[src/rtl/clint_tmr.sv]
// Minimal CLINT for the cirno9 core: free-running 64-bit mtime, mtimecmp and msip
// behind a single-outstanding request/response port; drives the core's tmr_ip/sft_ip.
module clint_tmr #(
    parameter int unsigned PRESCALE = 1
) (
    input  logic        clk,
    input  logic        rst,
    input  logic        req_vld,
    output logic        req_rdy,
    input  logic        req_wen,
    input  logic [15:0] req_addr,
    input  logic [31:0] req_wdat,
    output logic        rsp_vld,
    input  logic        rsp_rdy,
    output logic [31:0] rsp_rdat,
    output logic        rsp_err,
    output logic        tmr_ip,
    output logic        sft_ip
);

    typedef enum logic [2:0] {
        SEL_NONE,
        SEL_MSIP,
        SEL_CMP_LO,
        SEL_CMP_HI,
        SEL_TIME_LO,
        SEL_TIME_HI
    } reg_sel_e;

    localparam logic [15:0] PRESC_LAST = 16'(PRESCALE - 1);

    logic [15:0] presc_q, presc_d;
    logic [63:0] mtime_q, mtime_d;
    logic [63:0] mtimecmp_q, mtimecmp_d;
    logic        msip_q, msip_d;
    logic        tmr_ip_q, tmr_ip_d;
    logic        rsp_vld_q, rsp_vld_d;
    logic        rsp_err_q, rsp_err_d;
    logic [31:0] rsp_rdat_q, rsp_rdat_d;

    logic        accept;
    logic        wr_acc;
    logic        tick;
    reg_sel_e    sel;
    logic [31:0] rd_data;
    logic        unused_addr_lsb;

    // Word-aligned register map: the two byte-offset bits carry no meaning.
    assign unused_addr_lsb = ^req_addr[1:0];

    assign req_rdy = !rsp_vld_q || rsp_rdy;
    assign accept  = req_vld && req_rdy;
    assign wr_acc  = accept && req_wen;
    assign tick    = (presc_q == PRESC_LAST);

    always_comb begin
        sel = SEL_NONE;
        case (req_addr[15:2])
            14'h0000: sel = SEL_MSIP;
            14'h1000: sel = SEL_CMP_LO;
            14'h1001: sel = SEL_CMP_HI;
            14'h2FFE: sel = SEL_TIME_LO;
            14'h2FFF: sel = SEL_TIME_HI;
            default:  sel = SEL_NONE;
        endcase
    end

    always_comb begin
        rd_data = '0;
        case (sel)
            SEL_MSIP:    rd_data = {31'd0, msip_q};
            SEL_CMP_LO:  rd_data = mtimecmp_q[31:0];
            SEL_CMP_HI:  rd_data = mtimecmp_q[63:32];
            SEL_TIME_LO: rd_data = mtime_q[31:0];
            SEL_TIME_HI: rd_data = mtime_q[63:32];
            default:     rd_data = '0;
        endcase
    end

    // A software write to mtime wins over the tick and restarts the prescale period.
    always_comb begin
        presc_d = tick ? '0 : presc_q + 16'd1;
        mtime_d = tick ? mtime_q + 64'd1 : mtime_q;
        if (wr_acc && sel == SEL_TIME_LO) begin
            mtime_d = {mtime_q[63:32], req_wdat};
            presc_d = '0;
        end else if (wr_acc && sel == SEL_TIME_HI) begin
            mtime_d = {req_wdat, mtime_q[31:0]};
            presc_d = '0;
        end
    end

    always_comb begin
        mtimecmp_d = mtimecmp_q;
        msip_d     = msip_q;
        if (wr_acc) begin
            case (sel)
                SEL_MSIP:   msip_d = req_wdat[0];
                SEL_CMP_LO: mtimecmp_d = {mtimecmp_q[63:32], req_wdat};
                SEL_CMP_HI: mtimecmp_d = {req_wdat, mtimecmp_q[31:0]};
                default:    ;
            endcase
        end
    end

    assign tmr_ip_d = (mtime_q >= mtimecmp_q);

    always_comb begin
        rsp_vld_d  = rsp_vld_q;
        rsp_err_d  = rsp_err_q;
        rsp_rdat_d = rsp_rdat_q;
        if (accept) begin
            rsp_vld_d  = 1'b1;
            rsp_err_d  = (sel == SEL_NONE);
            rsp_rdat_d = req_wen ? '0 : rd_data;
        end else if (rsp_rdy) begin
            rsp_vld_d  = 1'b0;
            rsp_err_d  = 1'b0;
            rsp_rdat_d = '0;
        end
    end

    always_ff @(posedge clk) begin
        if (rst) begin
            presc_q    <= '0;
            mtime_q    <= '0;
            mtimecmp_q <= '1;
            msip_q     <= 1'b0;
            tmr_ip_q   <= 1'b0;
            rsp_vld_q  <= 1'b0;
            rsp_err_q  <= 1'b0;
            rsp_rdat_q <= '0;
        end else begin
            presc_q    <= presc_d;
            mtime_q    <= mtime_d;
            mtimecmp_q <= mtimecmp_d;
            msip_q     <= msip_d;
            tmr_ip_q   <= tmr_ip_d;
            rsp_vld_q  <= rsp_vld_d;
            rsp_err_q  <= rsp_err_d;
            rsp_rdat_q <= rsp_rdat_d;
        end
    end

    assign rsp_vld  = rsp_vld_q;
    assign rsp_err  = rsp_err_q;
    assign rsp_rdat = rsp_rdat_q;
    assign tmr_ip   = tmr_ip_q;
    assign sft_ip   = msip_q;

endmodule

[config.mk]
export PLATFORM = sky130hd
export DESIGN_NAME = clint_tmr
export DESIGN_NICKNAME = d
export VERILOG_FILES = /design/src/rtl/clint_tmr.sv
export SDC_FILE = /design/constraint.sdc
export NUM_CORES = 1
export LEC_CHECK = 0
export CORE_MARGIN = 2
export CORE_UTILIZATION = 50
export CTS_CLUSTER_SIZE = 28
export DETAILED_ROUTE_END_ITERATION = 7
export PLACE_DENSITY = 0.73
export SLEW_MARGIN = 20
export SYNTH_ARGS = -nofsm -noshare
export SYNTH_HDL_FRONTEND = slang
export SYNTH_SLANG_ARGS = --single-unit
export TNS_END_PERCENT = 100
[constraint.sdc]
create_clock -name clk -period 2.3 [get_ports clk]
set_input_delay 0.46 -clock clk [delete_from_list [all_inputs] [get_ports clk]]
set_output_delay 0.46 -clock clk [all_outputs]
set_load 0.03 [all_outputs]
==> results.ini <==
[sta]
tns_ps = -185
period_minus_slack_ps = 2350
finalSetupViolCount = 8
slew_headroom_pct = 51.3
hold_viol = 0
period_share_pct = 102
worstMarginPinSlew_ps = 731
skew_ps = 10.9
max_freq_ghz = 0.426
fin_ws_ps = -47.2
rsz0062_at_grt = true
slew_viol_final = 0

[detailed_routing]
drt-initial-drc-count = 1228
vias_per_cell = 6.08
drt_wl_total_mm = 33.1
dr.pass1.iters = 7
wire_per_inst_um = 18.9
vias = 10649
ant_nets = 0
drc = 0

[layout]
finalNetCount = 1588
design_area_sq_um = 13400
regArea_sq_um = 3620
drive_above_1_share_pct = 18.3
multi_input_area_sq_um = 6270
antennaDiodeCount = 0
fillerInstances = 1650
area_growth_syn_to_layout_pct = 31.9

[global_routing]
use_met3_pct = 5.53
grt_start_max_net_pins = 63
grt_pass1_vias = 10246
busiest_layer = met2
grtUsageMet2_pct = 51.2
grt_pass1_wl_mm = 52.6
grt_antenna_before_repair = 0
use_met1_pct = 38.4
grt_use_total_pct = 30.5
overflow = 0

[power]
sw_frac_of_total_pct = 23.2
internal_power_mw = 5.04
max-vdd-ir-drop_mv = 0.509
finalPower_mw = 6.56
seqPwrFrac_pct = 47.7
comb_power_share_pct = 4.7
clockPowerShare_pct = 47.6
p_switching_mw = 1.52
p_per_area_nw_per_um2 = 490
p_leak_nw = 5.68

[die]
floorplan.initialDensity_pct = 50.5
row_count = 52
core-area_sq_um = 20100
ios = 90
die-area_sq_um = 21400
die_y_um = 146
chipWidth_um = 146

[synthesis]
synth_top_area_share_pct = 35.5
synth-compound-area-share_pct = 25.1
synth_top_family_by_area = compound AO/OA/AOI/OAI gates
synthAdderAreaFrac_pct = 8.26
yosysSeqAreaShare_pct = 35.5
synth_nets = 1402
synth_area_sq_um = 10100
syn_inst = 1282
synthMuxAreaShare_pct = 0.197
synthTopCellsByArea = dfxtp_1, ha_1, nor2_1, a211o_1, o21ai_0
synth_xor_area_share_pct = 3.19
synth_simple_gate_area_share_pct = 21.7
ys_seq_elements = 180
yosysWarningCount = 0
yosysTopAreaCell = dfxtp_1
synth_ff_type = dfxtp_1
synthTopCellsByCount = dfxtp_1, nor2_1, nand2_1
synth_area_per_cell_sq_um = 7.91
synth_edf_count = 0
synth_cell_type_count = 57
yosysMostFrequentCell = dfxtp_1
async_reset_ff_share_pct = 0

[critical_path]
crit_family = simple AND/OR/NAND/NOR gates
slowest_delay_ps = 600
r2r_end = mtime_q[50]
cp_max_fo = 4
crit_type = flip-flop to flip-flop
rr_worst_depth = 7
critPathLaunch = mtime_q[1]
r2r_slack_ps = -50
cp-start-kind = flip-flop
worstReg2RegStart = mtime_q[1]
crit_top_cell = or4_4
end_kind = flip-flop
crit_arrival_ps = 2710
path_buf_inv = 0
slowest_stage = or4_4
cp.required_ps = 2660
path_cells = ha_4 -> nand3_4 -> or4_4 -> or4_4 -> or2_0 -> or3_1 -> o21ai_1

[placement]
gp_congestion = 0.937
portBuffers = 87
placed_cell_area_sq_um = 12400
dpl.hpwl_mm = 23.6
place_ws_ps = -674

[clocking]
cts.clk_slew.worst_paths_ps = 70
cts_root_buf = clkbuf_16
cts_tree = yes
clockBufferDepth = 2
clkSinkCount = 180
clk_latency_ps = 440
cts_buffers = 17
ctsHoldBuffers = 0
ctsHtreeMaxLevel = 4

[worst_hold_path]
hp-start = rst
hold_depth = 2
holdPathEnd = mtime_q[1]
hp-class = primary input to flip-flop

[outcome]
outcome = finished with violations
failed_checks = negative setup slack

[run]
cap_violations = 0

layout by cell type, fill, tap and decap left out, types with 5 or more instances in the layout:
cell,instances
a211o_1,65
a211oi_1,29
o21ai_1,6
buf_6,8
clkdlybuf4s50_1,71
xor2_1,23
nand4_1,30
buf_12,13
nand3_1,44
nor3_1,20
and4_1,5
nand3_2,5
dfxtp_2,11
nor4_1,6
dfxtp_1,169
and3_1,18
clkbuf_16,17
nor2_2,6
dlygate4sd2_1,13
or3_1,13
a31oi_1,7
o31ai_1,5
a21o_1,16
a222oi_1,31
nor2_1,150
a22oi_1,10
nand2_1,123
o21ai_0,93
a21oi_1,51
buf_4,141
a311oi_1,9
inv_1,78
inv_6,5
xnor2_1,14
ha_1,66
cells by family after synthesis:
group,count (synthesis)
and+or+nand+nor,472
muxes,2
buffers and inverters,159
AOI/OAI and AO/OA,365
adders and majority gates,67
DFF,180
xor gates and xnor gates,37
power groups by stage:
| stage | sequential [mW] | combinational, mW | clock (mW) |
|---|---|---|---|
| 2_1_floorplan | 3.21 | 0.0875 | 0 |
| 6_report | 3.13 | 0.310 | 3.12 |
| 4_1_cts | 3.13 | 0.301 | 3.14 |
| 5_1_grt | 3.13 | 0.326 | 3.28 |
| 3_5_place_dp | 3.20 | 0.302 | 0 |
| 3_3_place_gp | 3.20 | 0.298 | 0 |
registers in the layout, indices dropped and copies added (netlist names):
register    count
mtime_q        64
mtimecmp_q     64
rsp_rdat       32
presc_q        16
rsp_err         1
rsp_vld         1
sft_ip          1
tmr_ip          1
routing by layer:
metal  wire [um]  share of wire (%)
met5           0                  0
met3        2360                7.1
met2       15500                 47
met1       13900                 42
met4        1340                4.0
worst max-delay path by stage:
stage,endpoint,slack (ps),cells after the start
after floorplan,mtime_q[54],-30,9
after global placement,mtime_q[26],-630,9
after detailed placement,mtime_q[20],-670,9
after CTS,mtime_q[40],2,8
after global routing,mtime_q[48],-110,9
final,mtime_q[50],-50,7
final cells by class:
cell class              instances  share of cell area [%]
repair buffers                248                    16.8
clock inverters                13                    1.26
flip-flops and latches        180                    27.0
inverters                      78                    2.19
well taps                     270                    2.52
clock buffers                  19                    3.38
multi-input cells             943                    46.9
repair_timing:
action | 4_1_cts | 5_1_grt
gates resized for setup | 40 | 52
setup buffers | 10 | 1
setup endpoints to repair | 68 | 62
pin swaps | 5 | 8
per-stage QoR:
stage / util, % / hold slack, ps / instances
6_report: 66.6 / 385 / 1751
5_1_grt: 66.6 / 388 / 1751
4_1_cts: 65.5 / 367 / 1750
3_5_place_dp: 61.6 / 441 / 1708
3_3_place_gp: 61.6 / 436 / 1708
2_1_floorplan: - / 438 / 1282
No activity file was read; power rests on OpenSTA's default activity.
==> variant 1 (same flow settings) <==
`rsp_rdat_q` no longer has a reset.
--- a/src/rtl/clint_tmr.sv
+++ b/src/rtl/clint_tmr.sv
@@ -129,7 +129,6 @@
             tmr_ip_q   <= 1'b0;
             rsp_vld_q  <= 1'b0;
             rsp_err_q  <= 1'b0;
-            rsp_rdat_q <= '0;
         end else begin
             presc_q    <= presc_d;
             mtime_q    <= mtime_d;
@@ -138,8 +137,11 @@
             tmr_ip_q   <= tmr_ip_d;
             rsp_vld_q  <= rsp_vld_d;
             rsp_err_q  <= rsp_err_d;
-            rsp_rdat_q <= rsp_rdat_d;
         end
+    end
+
+    always_ff @(posedge clk) begin
+        rsp_rdat_q <= rsp_rdat_d;
     end
 
     assign rsp_vld  = rsp_vld_q;
Formal check against the unedited RTL: differs if rst is asserted again (counterexample within 4 cycles, from zero or initial values and one cycle with rst high); with rst held inactive, the same outputs for 4 cycles.
==> variant 1 against the original RTL <==
  * Setup slack improved by 5.6 ps
  * Via count rose by 6.2%
  * Wire length increased by 9.9%
  * Synthesized area increased by 4.0%
  * Largest power group unchanged
  * Sequential cell count stayed put
  * The flow still finishes with violations (negative setup slack)
  * Design area rose by 6.6%
  * Combinational power increased by 55%
  * Clock skew increased by 4.3 ps
  * Synthesized cell count fell by 2.3%
  * Clock power is 3% higher
  * Total power grew 5.9%
  * Critical endpoint is now mtime_q[17]
==> variant 1: results (changes against the original RTL) <==
STA
  – Final WS setup: -41.6 ps (was -47.2 ps)
  – Final setup violation count: 4 (was 8)
  – Worst Tran Pin Value: 444 ps (was 731 ps)
  – Setup TNS: -69.3 ps (was -185 ps)
  – Clk_skew: 15.2 ps (was 10.9 ps)

Min path
  – Worst Hold Class: reg -> reg (was in -> reg)

Yosys
  – Post-Synth XOR/XNOR Area: 2.49% (was 3.19%)
  – Top cells by count, synth: 153 x nand2_1, 148 x dfxtp_1, 85 x a21oi_1 (was 180 x dfxtp_1, 158 x nor2_1, 125 x nand2_1)
  – Synth Instances: 1253 (was 1282)
  – Post-synthesis sequential area ratio: 37.2% (was 35.5%)
  – Post-synth EDFFs: 32 (was 0)
  – Syn nets: 1373 (was 1402)
  – Adder-Cell Fraction of Synth Area: 7.95% (was 8.26%)

Critical path
  – Max FO, Critical Path: 8 (was 4)
  – Crit path DAT: 2690 ps (was 2710 ps)
  – Slowest-stage cell, CP: dfxtp_2 (was or4_4)
  – CP peak stage delay: 330 ps (was 600 ps)

Global routing
  – GRT Total Usage: 31.4% (was 30.5%)
  – First-pass GRT wire length: 55100 um (was 52600 um)

Detailed routing
  – Routed vias: 11300 (was 10600)
  – Routed WL per cell: 20.6 um (was 18.9 um)

Placed design
  – Post-Place Setup Slack: -590 ps (was -674 ps)
  – Placed inst area: 0.0129 mm^2 (was 0.0124 mm^2)
  – DP Cell Count: 1704 (was 1708)

Final layout
  – Final net count: 1599 (was 1588)
  – Fraction of layout cells with a size suffix above 1: 21.4% (was 18.3%)
  – Fillers: 1623 (was 1650)

Outcome
  – Failing checks: negative setup slack (unchanged)
  – Status: complete, but fails checks (unchanged)
-- variant 1: final cells by class --
type | instances | area, um^2 | area share, %
Clock inverter | 8 | 63.8 | 0.447
Clock buffer | 24 | 589 | 4.13
Inverter | 80 | 300 | 2.11
Sequential cell | 180 | 3940 | 27.6
Timing Repair Buffer | 286 | 2690 | 18.8
Tap cell | 275 | 344 | 2.41
Multi-Input combinational cell | 914 | 6340 | 44.4
-- variant 1: cell families (layout without fill, tap and decap cells) --
family,count (synthesis),count (layout)
buffers and inverters,159,398
muxes,4,4
adders and majority gates,67,67
DFF,180,180
and+or+nand+nor,460,460
xor gates and xnor gates,30,30
AOI/OAI and AO/OA,353,353
-- variant 1: layer usage --
layer | GRT usage, % | wire, um | share of wire, %
met1 | 40.6 | 14600 | 40
met3 | 6.48 | 3510 | 9.7
met4 | 13.8 | 1490 | 4.1
met5 | 0 | 0 | 0
met2 | 50.7 | 16800 | 46
-- variant 1: power by group through the flow --
stage               logic [mW]  clock network [mW]  registers [mW]
global placement         0.451                   0            3.32
CTS                      0.462                3.22            3.25
finish                   0.480                3.21            3.25
detailed placement       0.454                   0            3.32
floorplan               0.0973                   0            3.39
global route             0.499                3.32            3.25
-- variant 1: final timing paths --
| check | from | end | slack, ps | cells past startpoint |
|---|---|---|---|---|
| worst max-delay path | presc_q[1] | mtime_q[17] | -40 | 12 |
| worst max register to register | presc_q[1] | mtime_q[17] | -40 | 12 |
| worst min-delay path | presc_q[15] | presc_q[15] | 490 | 2 |
| worst min register to register | presc_q[15] | presc_q[15] | 490 | 2 |
-- variant 1: what timing repair did --
action | CTS | global route
cloned | 1 | 6
buffers inserted | 9 | 16
pin swaps | 13 | 31
resized for setup | 21 | 81
setup endpoints to repair | 77 | 135
==> variant 2 (config.mk and constraints unchanged) <==
Without the edit above. Make the reset (`rst`) asynchronous in one clocked block.
--- a/src/rtl/clint_tmr.sv
+++ b/src/rtl/clint_tmr.sv
@@ -120,7 +120,7 @@
         end
     end
 
-    always_ff @(posedge clk) begin
+    always_ff @(posedge clk or posedge rst) begin
         if (rst) begin
             presc_q    <= '0;
             mtime_q    <= '0;
Check against the original RTL: differs if rst is asserted again (counterexample within 4 cycles, from zero or initial values and one cycle with rst high); with rst held inactive, the same outputs for 4 cycles.
==> variant 2 against the original RTL <==
  * Non-clock buffer count rose by 48
  * The flow still finishes with violations (negative setup slack)
  * Synthesized area rose by 5.0%
  * Hold slack improved by 120 ps
  * Design area grew 7.0%
  * Setup slack worse by 26 ps
  * Critical endpoint is now mtime_q[20]
  * Sequential share of layout area increased by 5.0 points
  * Sequential cell count did not move
  * Wire length increased by 7.0%
Power is not compared: it rests on default switching activity, and its combinational part moved more than twofold at a synthesized area within 25%.
==> variant 2: results (changes against the original RTL) <==
STA
  – Slew headroom: 58.3% (was 51.3%)
  – Final WS setup: -72.9 ps (was -47.2 ps)
  – Clk_skew: 12.7 ps (was 10.9 ps)
  – Final setup violation count: 4 (was 8)

Placed design
  – Global placer's final weighted congestion: 0.938 (was 0.937)
  – Placed inst area: 0.0132 mm^2 (was 0.0124 mm^2)
  – Final HPWL DP: 25000 um (was 23600 um)
  – Post-Place Setup Slack: -465 ps (was -674 ps)
  – Port bufs: 87 (unchanged)

Yosys
  – Post-synthesis sequential area ratio: 43.0% (was 35.5%)
  – Yosys Warn Count: 0 (unchanged)
  – Syn nets: 1270 (was 1402)
  – Top cells by count, synth: 177 x nand2_1, 116 x dfrtp_1, 74 x inv_1 (was 180 x dfxtp_1, 158 x nor2_1, 125 x nand2_1)
  – Synth unique cells: 63 (was 57)
  – Asr flop ratio synth: 100% (was 0%)
  – Top post-synthesis cells by area: dfrtp_1 27%, dfstp_2 16%, ha_1 7.9% (was dfxtp_1 36%, ha_1 8.3%, nor2_1 5.8%)

Clock tree
  – Clock Latency Late Sink: 440 ps (about the same)
  – Root Buffer: clkbuf_16 (unchanged)
  – TritonCTS buffer count: 17 (unchanged)
  – H-tree depth: 4 (unchanged)
  – Worst-path clk slew: 70 ps (about the same)
  – Clock Path Buffers: 2 (unchanged)

Detailed routing
  – 1st-iter DRT viols: 1052 (was 1228)
  – DR vias/cell: 6.10 (was 6.08)
  – Drt pass-1 iters: 6 (was 7)
  – Routed WL per cell: 20.9 um (was 18.9 um)

Final layout
  – Final net count: 1531 (was 1588)
  – N_diodes: 0 (unchanged)
  – Fraction of layout cells with a size suffix above 1: 25.2% (was 18.3%)

Power and ir drop
  – Total leakage power: 6.67 nW
  – Cell Int Power: 5.28 mW
  – Power Total: 7.07 mW
  – VDD IR max: 0.412 mV

Global routing
  – First-pass GRT wire length: 54700 um (was 52600 um)
  – Vias in the first global route: 10200 (about the same)
  – Initial antenna violation count: 0 (unchanged)
  – Largest net degree at the start of global routing: 83 (was 63)
  – GRT Total Usage: 31.5% (was 30.5%)

Critical path
  – Slowest-stage cell, CP: or4_4 (unchanged)
  – CP peak stage delay: 490 ps (was 600 ps)
  – Max FO, Critical Path: 4 (unchanged)
  – Crit path DAT: 2690 ps (was 2710 ps)

Outcome
  – Failing checks: negative setup slack (unchanged)
  – Status: complete, but fails checks (unchanged)

Min path
  – Worst Hold Class: reg -> reg (was in -> reg)
[variant 2: cell types whose count changed after synthesis, sizes merged, moves of 15 or more]
cell / before / now
nor2: 160 / 61
a22o: 4 / 34
a211o: 65 / 4
dfxtp: 180 / 0
nand2: 125 / 177
a211oi: 31 / 8
dfstp: 0 / 64
clkbuf: 71 / 50
mux2: 0 / 32
a21oi: 54 / 39
dfrtp: 0 / 116
[variant 2: logic make-up after synthesis]
| group | synth area share, % |
|---|---|
| flops | 43.0 |
| buf+inv | 4.53 |
| compound gates | 16.5 |
| mux | 3.76 |
| fa+ha+maj | 7.87 |
| simple gates | 20.3 |
| xor+xnor | 4.03 |
[variant 2: critical path, delay by kind of cell (launching register included)]
| family | cells | cell delay [ps] |
|---|---|---|
| AO/OA/AOI/OAI | 1 | 150 |
| adder cells (fa/ha/maj) | 1 | 160 |
| buffers and inverters | 2 | 260 |
| flip-flops | 1 | 390 |
| multiplexers | 1 | 130 |
| AND/OR/NAND/NOR | 4 | 1170 |
[variant 2: routing by layer]
layer  wire length, um  vias to the layer above  GRT usage, %
li1                  -                     4733             -
met1             14400                     5035          40.9
met2             17100                      510          52.1
met3              2750                       85          6.19
met4              1150                        0          11.6
met5                 0                        -             0
[variant 2: power groups by stage]
stage,logic [mW],clock network [mW],registers [mW]
finish,0.784,2.99,3.30
global route,0.856,3.15,3.30
CTS,0.766,3.01,3.29
detailed placement,0.732,0,3.35
global placement,0.716,0,3.35
floorplan,0.340,0,3.35
[variant 2: worst paths after layout]
path                                 end  cells after the start  slack (ps)         start
max                          mtime_q[20]                      9         -70    presc_q[0]
min                         rsp_rdat[13]                      1         510  rsp_rdat[13]
max reg2reg                  mtime_q[20]                      9         -70    presc_q[0]
min reg2reg                 rsp_rdat[13]                      1         510  rsp_rdat[13]
max in group asynchronous  mtimecmp_q[4]                      3        1320           rst
min in group asynchronous   rsp_rdat[26]                      3         520           rst
[variant 2: area by class of cell]
type | instances | area [um^2]
clock buffer | 23 | 478
clock inverter | 8 | 101
fill | 1626 | 6640
inverter | 74 | 282
multi-input combinational | 842 | 5840
sequential | 180 | 4580
tap | 275 | 344
timing repair buffer | 296 | 2690
[variant 2: per-stage QoR]
step                      TNS (ps)  cells
after floorplan             -48430   1150
after global placement      -44660   1643
after detailed placement    -51160   1643
after CTS                     -144   1679
after global routing          -737   1698
final                         -170   1698
[variant 2: what timing repair did]
| item | 4_1_cts | 5_1_grt |
|---|---|---|
| gates resized for setup | 17 | 45 |
| hold endpoints to repair | 0 | 0 |
| endpoints found under the setup margin | 17 | 57 |
| pin swaps | 5 | 22 |
| buffers inserted | 5 | 16 |
| cloned | 0 | 2 |
